`config.mk`:
```
export PLATFORM = sky130hd
export DESIGN_NAME = debounce_toggle_pulse
export DESIGN_NICKNAME = d
export VERILOG_FILES = /design/src/rtl/debounce_toggle_pulse.sv
export SDC_FILE = /design/constraint.sdc
export NUM_CORES = 1
export LEC_CHECK = 0
export BUFFER_PORTS_ARGS = -buffer_cell sky130_fd_sc_hd__buf_2
export CELL_PAD_IN_SITES_DETAIL_PLACEMENT = 0
export CELL_PAD_IN_SITES_GLOBAL_PLACEMENT = 2
export CORE_AREA = 2 2 39 41
export DETAILED_ROUTE_END_ITERATION = 7
export DIE_AREA = 0 0 41 43
export GPL_ROUTABILITY_DRIVEN = 0
export GPL_TIMING_DRIVEN = 0
export PLACE_DENSITY_LB_ADDON = 0.3
export SYNTH_ARGS = -nofsm -noshare
export SYNTH_HDL_FRONTEND = slang
export SYNTH_SLANG_ARGS = --single-unit
```
`constraint.sdc`:
```
create_clock -name clk -period 3.14 [get_ports clk]
set_input_delay 0.628 -clock clk [delete_from_list [all_inputs] [get_ports clk]]
set_output_delay 0.628 -clock clk [all_outputs]
set_load 0.03 [all_outputs]
```
`src/rtl/debounce_toggle_pulse.sv`:
```
`default_nettype none
// ============================================================================
// Module   : debounce_toggle_pulse
// Brief    : Synchronises and debounces a raw pushbutton and emits one t_pulse
//            per accepted press, plus the debounced level.
// Revision : 1.0 - initial release
// ============================================================================
module debounce_toggle_pulse #(
  parameter int SYNC_STAGES   = 2,
  parameter int STABLE_CYCLES = 16
) (
  input  logic clk,
  input  logic rst_n,
  input  logic btn_in,
  output logic t_pulse,
  output logic btn_level,
  output logic busy
);

  localparam int CNT_W = $clog2(STABLE_CYCLES + 1);
  localparam logic [CNT_W-1:0] CNT_ONE  = CNT_W'(1);
  localparam logic [CNT_W-1:0] CNT_LAST = CNT_W'(STABLE_CYCLES - 1);

  typedef enum logic [1:0] {
    S_LOW  = 2'd0,
    S_RISE = 2'd1,
    S_HIGH = 2'd2,
    S_FALL = 2'd3
  } state_t;

  logic [SYNC_STAGES-1:0] sync_q;
  logic                   btn_sync;

  state_t                 state_q, state_d;
  logic [CNT_W-1:0]       cnt_q, cnt_d;
  logic                   pulse_q, pulse_d;
  logic                   level_q, level_d;
  logic                   busy_q, busy_d;

  // Metastability chain; only its last stage feeds the FSM.
  always_ff @(posedge clk or negedge rst_n) begin
    if (!rst_n) begin
      sync_q <= '0;
    end else begin
      sync_q <= {sync_q[SYNC_STAGES-2:0], btn_in};
    end
  end

  assign btn_sync = sync_q[SYNC_STAGES-1];

  always_ff @(posedge clk or negedge rst_n) begin
    if (!rst_n) begin
      state_q <= S_LOW;
      cnt_q   <= '0;
      pulse_q <= 1'b0;
      level_q <= 1'b0;
      busy_q  <= 1'b0;
    end else begin
      state_q <= state_d;
      cnt_q   <= cnt_d;
      pulse_q <= pulse_d;
      level_q <= level_d;
      busy_q  <= busy_d;
    end
  end

  always_comb begin
    state_d = state_q;
    cnt_d   = cnt_q;
    level_d = level_q;
    pulse_d = 1'b0;

    case (state_q)
      S_LOW: begin
        if (btn_sync) begin
          state_d = S_RISE;
          cnt_d   = CNT_ONE;
        end else begin
          cnt_d   = '0;
        end
      end

      S_RISE: begin
        if (!btn_sync) begin
          state_d = S_LOW;
          cnt_d   = '0;
        end else if (cnt_q == CNT_LAST) begin
          state_d = S_HIGH;
          level_d = 1'b1;
          pulse_d = 1'b1;
          cnt_d   = '0;
        end else begin
          cnt_d   = cnt_q + CNT_ONE;
        end
      end

      S_HIGH: begin
        if (!btn_sync) begin
          state_d = S_FALL;
          cnt_d   = CNT_ONE;
        end else begin
          cnt_d   = '0;
        end
      end

      S_FALL: begin
        // Releases settle the level but never strobe t_pulse.
        if (btn_sync) begin
          state_d = S_HIGH;
          cnt_d   = '0;
        end else if (cnt_q == CNT_LAST) begin
          state_d = S_LOW;
          level_d = 1'b0;
          cnt_d   = '0;
        end else begin
          cnt_d   = cnt_q + CNT_ONE;
        end
      end

      default: begin
        state_d = S_LOW;
        cnt_d   = '0;
        level_d = 1'b0;
      end
    endcase

    busy_d = (state_d == S_RISE) || (state_d == S_FALL);
  end

  assign t_pulse   = pulse_q;
  assign btn_level = level_q;
  assign busy      = busy_q;

endmodule
`default_nettype wire

```
==> key figures <==
Worst setup path
  – Setup crit end kind: primary output
  – WP buf/inv: 1
  – Critical Path Stages: 1
  – Crit. Startpoint: busy
  – RR Startpoint: cnt_q[0]
  – Critical-path cell list: buf_2
  – Critical-path maximum fanout: 7
  – R2r worst-path depth: 4
  – Data arrival, critical path: ~950 ps
  – Worst Path Required: approximately 2500 ps
  – WS Path Type: flip-flop to primary output
  – Max incr delay on CP: 450 ps
  – CP startpoint kind: flip-flop
  – CP max-delay cell: dfrtp_1
  – Top Family by Delay on Critical Path: flip-flops

Floorplan
  – I/O pin total: 6
  – Die Y: between 40 and 50 microns
  – Initial core utilization: 31.7%
  – Core Box Area: 1380 sq um
  – Row Count: 14
  – Area of the die: 1760 sq um
  – Die W: 41 microns

Place
  – Setup Slack @ Placement: 1790 ps
  – PortBufs: 5
  – Detailed placer's ending HPWL: 506 microns

Timing
  – Worst relative slew slack: 82.6%
  – Minimum clock period: 1580 ps
  – Min Hold Slack: 215 ps
  – Max Freq: 634 MHz
  – Setup ws final: approximately 1600 ps
  – Slew Viols, Final: 0
  – Layout Skew: 0.468 ps
  – RSZ-0062 raised after global routing: false
  – Final setup TNS: 0 ps
  – Final setup violating endpoints: 0
  – Final Hold Vio Count: 0
  – Fin crit share: between 50% and 60%
  – Worst-Margin Slew: 260 ps

Logic synthesis
  – Post-Syn Area: ~440 sq um
  – Post-synthesis sequential area ratio: 62.7%
  – Synthesized net count: 39
  – Synth unique cells: 18
  – Mapped Cells: 35
  – Yosys synthesis warning count: 0
  – Syn Area/Cell: between 10 and 15 sq um
  – Flop and latch count out of synthesis: 11

Clocking
  – Clock sinks: 11
  – Bufs on Longest Clock Path: 2
  – CTS root buf: clkbuf_4
  – Worst-path clk slew: 70 ps
  – Post-CTS Resized: 0
  – Clk Latency, worst-skew pair: approximately 260 ps
  – Post-CTS setup buffers: 0
  – CTS tree: done
  – Cts bufs inserted: 3
  – # hold bufs at CTS: 0
  – H-tree Lvls: 1

Routing
  – Via density: 4.77
  – Number of iterations in the first detailed-routing pass: 2
  – DR vias: 286
  – Routed Antenna Nets: 0
  – DRT iter0 DRCs: 1
  – Final wirelength: 690 microns
  – # DRC: 0
  – Wire per inst: 11.5 microns

Power
  – Pleak: 0.248 nW
  – Psw: 0.0552 mW
  – PD cells: 497 nW/um^2
  – Internal power: roughly 0.2 mW
  – Combinational share of power: 4.2%
  – Seq pwr share: approximately three fifths
  – Clk pwr share: 37.1%
  – Sw Ratio: 21.8%
  – Maximum vdd drop: about 210 uV

Global routing
  – Vias in the first global route: 300
  – Grt total ovfl: 0
  – Total global-route track usage: 10.6%
  – Largest net degree at the start of global routing: 12
  – First-pass GRT wire length: around 1200 microns
  – Initial antenna violation count: 0

Outcome
  – Status: finished, final reports clean

Job
  – Max-Cap Viols: 0

Finish
  – Area delta synth->final: 16.2%
  – Final #Nets: 49
  – Final core occ: 36.9%
  – Layout cells sized above 1: a little over a quarter
  – Fillers: 142
  – Diode count: 0

Min path
  – Worst min-delay path category: primary input to async pin
area by class of cell:
| class | count | area [sq um] | share of cell area, % |
|---|---|---|---|
| sequential | 11 | 275 | 53.9 |
| clock buffer | 4 | 26.3 | 5.15 |
| inverter | 2 | 7.51 | 1.47 |
| multi-input combinational | 22 | 156 | 30.6 |
| timing repair buffer | 5 | 25.0 | 4.90 |
| tap | 16 | 20.0 | 3.92 |
metal layers:
layer  up-vias  global-route usage, %  part of all wire, %
li1        135                      -                    -
met5         -                      0                    0
met1       145                   11.7                   43
met4         0                   8.00                    0
met2         6                   15.6                   51
met3         0                   3.66                  5.9
placed cells by master, fill, tap and decap left out:
cell	instances
nand3b_1	1
ha_1	1
inv_1	2
and4b_4	1
clkbuf_4	3
nand3_1	2
nor2_1	3
clkbuf_1	1
nand2_1	2
and3_1	1
buf_2	5
and2_1	2
dfrtp_1	11
o21ai_0	1
nand2_2	1
o2bb2a_2	1
xnor2_1	1
a31oi_1	1
mux2_4	1
xor2_1	2
nor3_1	1
sequential cells by signal, summed over array words and instances (netlist names):
name and count:
t_pulse 1, state_q 1, btn_level 1, sync_q 2, busy 1, cnt_q 5
synth_stat cells, drive strengths merged:
cell	number	area, sq um
dfrtp	11	275
nand2	3	13.8
nor2	3	11.3
and2	2	12.5
inv	2	7.51
nand3	2	10.0
xor2	2	17.5
a31oi	1	6.26
and3	1	6.26
and4b	1	13.8
ha	1	12.5
mux2	1	15.0
nand3b	1	7.51
nor3	1	5.00
o21ai	1	5.00
o2bb2a	1	11.3
xnor2	1	8.76
final timing paths:
check	to	slack, ps
max	busy	1560
min	cnt_q[1]	210
max reg2reg	state_q[1]	1790
min reg2reg	sync_q[1]	350
max in group asynchronous	cnt_q[3]	2730
min in group clk	sync_q[1]	350
logic make-up (layout without fill, tap and decap cells):
group | count (synthesis) | count (layout) | share of synthesized area [%]
AOI/OAI and AO/OA | 3 | 3 | 5.13
xor gates and xnor gates | 3 | 3 | 5.98
buffers and inverters | 2 | 11 | 1.71
muxes | 1 | 1 | 3.42
DFF | 11 | 11 | 62.7
adders and majority gates | 1 | 1 | 2.85
and+or+nand+nor | 14 | 14 | 18.2
power groups by stage:
stage | Sequential, mW | Clock (mW) | Combinational (mW)
after CTS | 0.149 | 0.0976 | 0.0114
after global routing | 0.149 | 0.106 | 0.0126
after detailed placement | 0.151 | 0 | 0.0113
final | 0.149 | 0.0941 | 0.0108
after floorplan | 0.152 | 0 | 0.00448
after global placement | 0.151 | 0 | 0.0110
through the flow:
| step | power [mW] | instance area, sq um | instances |
|---|---|---|---|
| 6_report | 0.254 | 510 | 60 |
| 2_1_floorplan | 0.156 | 439 | 35 |
| 3_3_place_gp | 0.162 | 484 | 56 |
| 5_1_grt | 0.268 | 510 | 60 |
| 3_5_place_dp | 0.163 | 484 | 56 |
| 4_1_cts | 0.258 | 510 | 60 |
No activity file was read; power rests on OpenSTA's default activity.
